$ cat src/rtl/vx_tcu_drl_align.sv
// Exponent alignment front end of the TCU dot-product significand path.
// Two-stage elastic pipeline: max-exponent/diff, then shift, sticky and two's-complement conversion.
module vx_tcu_drl_align #(
    parameter string INSTANCE_ID = "",
    parameter int    N  = 5,
    parameter int    WM = 22,
    parameter int    WI = 26,
    parameter int    WE = 10
) (
    input  logic              clk,
    input  logic              reset,
    input  logic              valid_in,
    output logic              ready_in,
    input  logic [31:0]       req_id,
    input  logic [N-2:0]      lane_mask,
    input  logic [N*WE-1:0]   exps_in,
    input  logic [N*WM-1:0]   mags_in,
    input  logic [N-1:0]      signs_in,
    output logic              valid_out,
    input  logic              ready_out,
    output logic [31:0]       req_id_out,
    output logic [N-2:0]      lane_mask_out,
    output logic [WE-1:0]     max_exp,
    output logic [N*WI-1:0]   sigs_out,
    output logic [N-1:0]      sticky_out
);

    // Magnitudes are placed at the top of a WI-1 bit field; the extra sign bit brings it to WI.
    localparam int WX = WI - 1;
    localparam int WP = WI - 1 - WM;

    function automatic logic [WX-1:0] align_shift(input logic [WX-1:0] ext, input logic [WE-1:0] diff);
        logic [WX-1:0] res;
        if (32'(diff) >= 32'(WX)) begin
            res = {WX{1'b0}};
        end else begin
            res = ext >> diff;
        end
        return res;
    endfunction

    function automatic logic align_sticky(input logic [WX-1:0] ext, input logic [WE-1:0] diff);
        logic res;
        if (32'(diff) >= 32'(WX)) begin
            res = |ext;
        end else begin
            res = |(ext & ~({WX{1'b1}} << diff));
        end
        return res;
    endfunction

    function automatic logic [WI-1:0] to_twos(input logic [WX-1:0] a, input logic sign);
        logic [WI-1:0] mag_v;
        mag_v = {1'b0, a};
        return sign ? (~mag_v + {{(WI-1){1'b0}}, 1'b1}) : mag_v;
    endfunction

    logic                    en1_s;
    logic                    en2_s;
    logic [WE-1:0]           max_exp_s;
    logic [N-1:0][WE-1:0]    diff_s;
    logic [N*WI-1:0]         sigs_s;
    logic [N-1:0]            sticky_s;

    logic                    s1_valid_r;
    logic [WE-1:0]           s1_max_exp_r;
    logic [N-1:0][WE-1:0]    s1_diff_r;
    logic [N*WM-1:0]         s1_mags_r;
    logic [N-1:0]            s1_signs_r;
    logic [31:0]             s1_req_id_r;
    logic [N-2:0]            s1_mask_r;

    // Stage handshake enables; ready_out reaches ready_in only through these.
    always_comb begin
        en2_s = !valid_out | ready_out;
        en1_s = !s1_valid_r | en2_s;
    end

    assign ready_in = en1_s;

    // Maximum exponent over non-zero lanes and per-lane shift distances.
    always_comb begin
        max_exp_s = {WE{1'b0}};
        diff_s    = '0;
        for (int i = 0; i < N; i++) begin
            max_exp_s = ((mags_in[i*WM +: WM] != {WM{1'b0}}) && (exps_in[i*WE +: WE] > max_exp_s))
                        ? exps_in[i*WE +: WE] : max_exp_s;
        end
        for (int i = 0; i < N; i++) begin
            diff_s[i] = (mags_in[i*WM +: WM] != {WM{1'b0}})
                        ? (max_exp_s - exps_in[i*WE +: WE]) : {WE{1'b0}};
        end
    end

    // Shift, sticky collection and sign application for each lane.
    always_comb begin
        sigs_s   = '0;
        sticky_s = '0;
        for (int i = 0; i < N; i++) begin
            sigs_s[i*WI +: WI] = to_twos(align_shift({s1_mags_r[i*WM +: WM], {WP{1'b0}}}, s1_diff_r[i]),
                                         s1_signs_r[i]);
            sticky_s[i]        = align_sticky({s1_mags_r[i*WM +: WM], {WP{1'b0}}}, s1_diff_r[i]);
        end
    end

    // Stage 1 and stage 2 registers; data only loads with a valid beat.
    always_ff @(posedge clk) begin
        if (reset) begin
            s1_valid_r    <= 1'b0;
            s1_max_exp_r  <= {WE{1'b0}};
            s1_diff_r     <= '0;
            s1_mags_r     <= '0;
            s1_signs_r    <= '0;
            s1_req_id_r   <= 32'h0000_0000;
            s1_mask_r     <= '0;
            valid_out     <= 1'b0;
            req_id_out    <= 32'h0000_0000;
            lane_mask_out <= '0;
            max_exp       <= {WE{1'b0}};
            sigs_out      <= '0;
            sticky_out    <= '0;
        end else begin
            if (en1_s) begin
                s1_valid_r <= valid_in;
                if (valid_in) begin
                    s1_max_exp_r <= max_exp_s;
                    s1_diff_r    <= diff_s;
                    s1_mags_r    <= mags_in;
                    s1_signs_r   <= signs_in;
                    s1_req_id_r  <= req_id;
                    s1_mask_r    <= lane_mask;
                end
            end
            if (en2_s) begin
                valid_out <= s1_valid_r;
                if (s1_valid_r) begin
                    req_id_out    <= s1_req_id_r;
                    lane_mask_out <= s1_mask_r;
                    max_exp       <= s1_max_exp_r;
                    sigs_out      <= sigs_s;
                    sticky_out    <= sticky_s;
                end
            end
        end
    end

`ifdef DBG_TRACE_TCU
    // Debug trace of every accepted output beat.
    always_ff @(posedge clk) begin
        if (!reset && valid_out && ready_out) begin
            $display("%t: %s req_id=%0h max_exp=%0d sigs=%h sticky=%b",
                     $time, INSTANCE_ID, req_id_out, max_exp, sigs_out, sticky_out);
        end
    end
`endif

endmodule

$ cat config.mk
export PLATFORM = sky130hd
export DESIGN_NAME = vx_tcu_drl_align
export DESIGN_NICKNAME = d
export VERILOG_FILES = /design/src/rtl/vx_tcu_drl_align.sv
export SDC_FILE = /design/constraint.sdc
export NUM_CORES = 2
export LEC_CHECK = 0
export CAP_MARGIN = 0
export CORE_MARGIN = 5
export CORE_UTILIZATION = 35
export DETAILED_ROUTE_END_ITERATION = 12
export SLEW_MARGIN = 15
export SYNTH_ARGS = -nofsm -noshare
export SYNTH_HDL_FRONTEND = slang
export SYNTH_SLANG_ARGS = --single-unit
export TNS_END_PERCENT = 20
$ cat constraint.sdc
create_clock -name clk -period 14 [get_ports clk]
set_input_delay 2.8 -clock clk [delete_from_list [all_inputs] [get_ports clk]]
set_output_delay 2.8 -clock clk [all_outputs]
set_load 0.05 [all_outputs]
=== Yosys cells after proc, flatten, opt, wreduce, memory -nomap -nowiden ===
Index checks and enable logic that the tools add are counted.

* Bits in registers: 394
* Word-level logic and storage cells: 113

* Order comparisons: 10
* Bitwise gates (word level): 17
* Multiplexer cells: 25
* Add/subtract/negate cells: 10
* Reduce and logical (&&, ||, !) cells: 24
* Shift-type cells: 10

{| class="wikitable"
|+ Operators by type and width
! kind !! number
|-
| adder 26 x 1 -> 26 bit, second input constant || 5
|-
| two-way mux 26 bit || 5
|-
| NOT 25 -> 26 bit || 5
|-
| AND 25 bit || 5
|-
| two-way mux 25 bit || 5
|-
| NOT 25 bit || 5
|-
| OR reduction 25 bit || 5
|-
| left shift 25 x 10 -> 25 bit, first input constant || 5
|-
| right shift 25 x 10 -> 25 bit || 5
|-
| nonzero test 22 bit || 5
|-
| OR reduction 22 bit || 5
|-
| two-way mux 10 bit || 10
|-
| >= comparator 10 x 5 -> 1 bit, second input constant || 5
|-
| subtractor 10 bit || 5
|-
| greater-than comparator 10 bit || 4
|-
| greater-than comparator 10 x 1 -> 1 bit, second input constant || 1
|-
| logical AND 1 bit || 5
|-
| two-way mux 1 bit || 5
|-
| AND reduction 2 bit || 2
|-
| zero test 1 bit || 2
|-
| bitwise OR 1 bit || 2
|}

=== Depth between registers and ports, before layout ===
* Word-level depth: 17
* Gate-level depth with buffers: 62
* Gate-level depth less buffers: 55

=== Least setup slack after synthesis ===
Ideal clock, no wire load.

* Path type: input-to-reg
* Start: in mags_in[17]
* End: reg s1_diff_r[49] (netlist bit)
* Stages: 54
* Setup slack: 528 ps
* Buffers on the path: 7
* Arrival: 13350 ps
* Data required time: 13878 ps
* Path through: nor4_1 nand4_1 or2_0 clkbuf_1 clkbuf_1 nand2_1 ha_1 a211oi_1 nor2_1 a2111oi_0 nor2_1 clkbuf_1 o21ai_0 inv_1 ha_1 and4_1 nand3_1 o32ai_1 [18 not listed] o21bai_1 a311oi_1 clkbuf_1 nor2_1 nor2_1 ha_1 a21o_1 a21o_1 and2_1 o21ai_0 nand2b_1 a21oi_1 o21bai_1 a21o_1 a21o_1 nand2_1 a21oi_1 a311o_1

* Cells in the longest elaborated chain, start to end: 17

{| class="wikitable"
|+ Ends and longest elaborated chain
! element !! RTL line !! source
|-
| start, declared || 17 || <nowiki>input logic [N*WM-1:0] mags_in,</nowiki>
|-
| nonzero test 22 bit * || 86 || <nowiki>max_exp_s = ((mags_in[i*WM +: WM] != {WM{1'b0}}) && (exps_in[i*WE +: WE] > max_exp_s))</nowiki>
|-
| logical AND 1 bit * || 86 ||
|-
| two-way mux 10 bit * || 87 || <nowiki>? exps_in[i*WE +: WE] : max_exp_s;</nowiki>
|-
| greater-than comparator 10 bit || 86 ||
|-
| logical AND 1 bit || 86 ||
|-
| two-way mux 10 bit * || 87 ||
|-
| greater-than comparator 10 bit || 86 ||
|-
| logical AND 1 bit || 86 ||
|-
| [2 not listed] || -- ||
|-
| logical AND 1 bit || 86 ||
|-
| two-way mux 10 bit * || 87 ||
|-
| greater-than comparator 10 bit || 86 ||
|-
| logical AND 1 bit || 86 ||
|-
| two-way mux 10 bit * || 87 ||
|-
| named net max_exp_s[1] || 60 || <nowiki>logic [WE-1:0] max_exp_s;</nowiki>
|-
| subtractor 10 bit * || 91 || <nowiki>? (max_exp_s - exps_in[i*WE +: WE]) : {WE{1'b0}};</nowiki>
|-
| two-way mux 10 bit * || 91 ||
|-
| end signal, assigned || 127 || <nowiki>s1_diff_r <= diff_s;</nowiki>
|-
| end, declared || 67 || <nowiki>logic [N-1:0][WE-1:0] s1_diff_r;</nowiki>
|}

Mark *: on every way through the listed nets, which the timed path passes. The rest lies on a longest branch.
A chain may end at the register's enable or synchronous reset.

=== Worst setup path in the final report ===
* Start: in mags_in[4]
* End: reg s1_diff_r[38] (netlist bit)

* Cells in the longest elaborated chain, start to end: 17

{| class="wikitable"
|+ Ends and longest elaborated chain
! element !! RTL line
|-
| nonzero test 22 bit * || 86
|-
| logical AND 1 bit * || 86
|-
| two-way mux 10 bit * || 87
|-
| greater-than comparator 10 bit || 86
|-
| logical AND 1 bit || 86
|-
| two-way mux 10 bit * || 87
|-
| greater-than comparator 10 bit || 86
|-
| logical AND 1 bit || 86
|-
| two-way mux 10 bit * || 87
|-
| greater-than comparator 10 bit || 86
|-
| logical AND 1 bit || 86
|-
| two-way mux 10 bit * || 87
|-
| greater-than comparator 10 bit || 86
|-
| logical AND 1 bit || 86
|-
| two-way mux 10 bit * || 87
|-
| subtractor 10 bit * || 91
|-
| two-way mux 10 bit * || 91
|}

Mark *: on every way between the ends. The rest lies on a longest branch, timed or not.

==> flow_summary.toml <==
[clock_tree]
cts_inserted_buffers = 48
clock_sinks = 394
cts_root_buf = "clkbuf_16"
clk_pin_slew_ps = 60
cts_tree = "built"
htreeDepth = 2
clk_path_buf_depth = 3
clkLatencyLatePin_ps = 590
hold_buffers = 0

[setup_path]
cp_num_buf_inv = 11
cp.arrival_ps = 13640
cp-end-kind = "flip-flop"
rr_endpoint = "sigs_out[98]"
cp_slowest_cell = "clkdlybuf4s50_1"
r2r_start = "s1_diff_r[30]"
slowest_delay_ps = 480
critPathMaxFanout = 17
cpLargestDelayFamily = "compound AO/OA/AOI/OAI gates"
cp-start-kind = "input port"
critical_path_class = "in -> reg"
r2r_cells = 14
r2r_slack_ps = 9300
critPathRequiredTime_ps = 14440
cp_common_cell = "a21o_1"

[worst_hold_path]
min_to = "req_id_out[4]"
hp-class = "reg -> reg"
holdCritStartpoint = "s1_req_id_r[4]"
min_path_cells = 2

[synthesis]
syn_inst = 3800
async_flop_share_pct = 0
synth-seq-area-share_pct = 27.3
synth_seq_cells = 394
synth_fp_nets = 4096
synthFlopType = "dfxtp_1"
yosysWarnings = 0
ys_types = 110
syn_area_sq_um = 28900
synth_edf_count = 0
avgSynthCellArea_sq_um = 7.60

[route]
ant_nets = 0
drc = 0
first_pass_iters = 6
via_count = 28900
avgViaCountPerCell = 5.60
avgRoutedWirePerCell_microns = 19.8
drt_iter0_drc = 2579
wirelength_microns = 102000

[floorplanning]
die-width_microns = 297
start_util_pct = 35.2
die-area_sq_um = 88400
io_pins = 388
die_y_microns = 297
coreArea_sq_um = 82000
num_rows = 105

[global_route]
antenna_found_initial = 1
grt_pass1_wl_microns = 159000
track_usage_pct = 21.8
grt_max_degree = 185
grt_overflow = 0
grt_pass1_vias = 26700

[run_status]
status = "complete, no violations"

[timing]
fin_skew_ps = 27.0
fin_crit_sh_pct = 94.3
grt_setup_unrepaired = "no"
tns_ps = 0
tightest_slew_ps = 1100
hold_viol = 0
min_period_ps = 13200
setup_ws_ps = 802
setup_viol = 0
slew_headroom_pct = 26.4
fmax_mhz = 75.8
timing.hold.ws_ps = 430
final-max-slew-violation-count = 0

[place]
io_buffers = 387
place_congestion = 0.924
dp_slack_ps = -540
placed_cells = 5061
hpwl_microns = 75200

[layout]
n_fill_cell = 8425
syn_to_final_growth_pct = 22.3
final_util_pct = 43.1
instances_no_fill = 5153
final_nets = 4339
mostFrequentLayoutCell = "nand2_1"
final_cell_mix = "733 x nand2_1, 390 x dfxtp_1, 386 x clkdlybuf4s50_1"
drive_above_1_share_pct = 9.33

[power_and_ir_drop]
vdd_drop_max_mv = 0.0845
power.leakage_nw = 13.1
p_per_area_nw_per_um2 = 176

[flow_run]
cap_viol_max_count = 0
## final cells by class
class,count,area (sq um),share of cell area [%]
Clock buffer,63,1350,3.82
Tap cell,1070,1340,3.79
Clock inverter,26,363,1.03
Sequential cell,394,7890,22.3
Antenna cell,1,2.50,0.00708
Timing Repair Buffer,473,4550,12.9
Inverter,123,463,1.31
Multi-Input combinational cell,3003,19400,54.8
## metal layers
layer	GRT usage [%]	up-vias	routed length, microns
met4	3.95	0	1780
met5	0	-	0
met3	3.55	100	6680
met2	34.3	963	45400
li1	-	14100	-
met1	31.9	13700	48300
## cell families (layout without fill, tap and decap cells)
family	count (synthesis)	count (layout)	synth area share, %
flip-flops	394	394	27.3
buffers and inverters	403	685	6.01
AND/OR/NAND/NOR	1539	1539	23.8
other	0	1	0
XOR/XNOR	126	126	3.82
adder cells (fa/ha/maj)	93	93	4.14
AO/OA/AOI/OAI	999	999	21.5
multiplexers	246	246	13.4
## per-stage QoR
step / cell area [sq um] / power, mW
6_report: 35300 / 6.23
5_1_grt: 35300 / 6.66
3_3_place_gp: 33600 / 4.84
2_1_floorplan: 28900 / 3.90
3_5_place_dp: 33600 / 4.85
4_1_cts: 35300 / 6.23
## power breakdown
group	switching [mW]	leakage (nW)	internal (mW)
combinational	2.15	9.03	1.32
clock	0.521	0.834	0.829
sequential	0.164	3.24	1.24
## worst min-delay path: cells and delay by family, from the launching register on
| family | cells | cell delay [ps] |
|---|---|---|
| simple gates | 1 | 50 |
| flops | 1 | 310 |
| compound gates | 1 | 50 |
## cell usage after synthesis (all sizes together) (13+ instances only)
library cell	n	share of area [%]
or3	25	0.62
o31ai	23	0.60
a21oi	372	6.4
xor2	43	1.3
a21o	31	0.81
buf	60	1.3
mux2	49	1.9
or4	17	0.45
nand2b	46	1.0
mux2i	91	3.2
a311oi	16	0.49
and2	19	0.42
and3	13	0.29
nand4	20	0.43
nor2b	21	0.45
nand3	91	1.6
o21ai	207	3.6
a21boi	19	0.49
nor3	79	1.4
nand3b	21	0.55
nand2	736	9.6
a31oi	18	0.46
or2	16	0.35
o21a	21	0.55
xnor2	83	2.5
o22ai	31	0.67
o21bai	14	0.36
o211ai	27	0.70
nor2	352	4.6
nor4	61	1.3
a211oi	104	2.7
mux4	106	8.3
clkbuf	220	3.1
a22oi	34	0.90
ha	86	3.7
inv	116	1.5
dfxtp	394	27
## state kept, by name (all words and copies together), names as in the netlist
signal,flops
lane_mask_out,4
s1_valid_r,1
s1_diff_r,50
s1_req_id_r,32
s1_max_exp_r,10
s1_mask_r,4
sigs_out,130
s1_signs_r,5
req_id_out,32
max_exp,10
s1_mags_r,110
sticky_out,5
valid_out,1
## worst max-delay path by stage
stage	end	from	slack, ps	cells after the start
CTS	s1_diff_r[19]	mags_in[1]	40	53
finish	s1_diff_r[38]	mags_in[4]	800	56
global route	s1_diff_r[9]	mags_in[4]	40	57
detailed placement	s1_diff_r[49]	mags_in[1]	-540	53
global placement	s1_diff_r[49]	mags_in[1]	-320	53
floorplan	s1_diff_r[49]	mags_in[17]	530	54
## what timing repair did
action	4_1_cts	5_1_grt
buffers inserted	0	2
endpoints found under the setup margin	0	32
resized for setup	0	17
No activity file was read; power rests on OpenSTA's default activity.
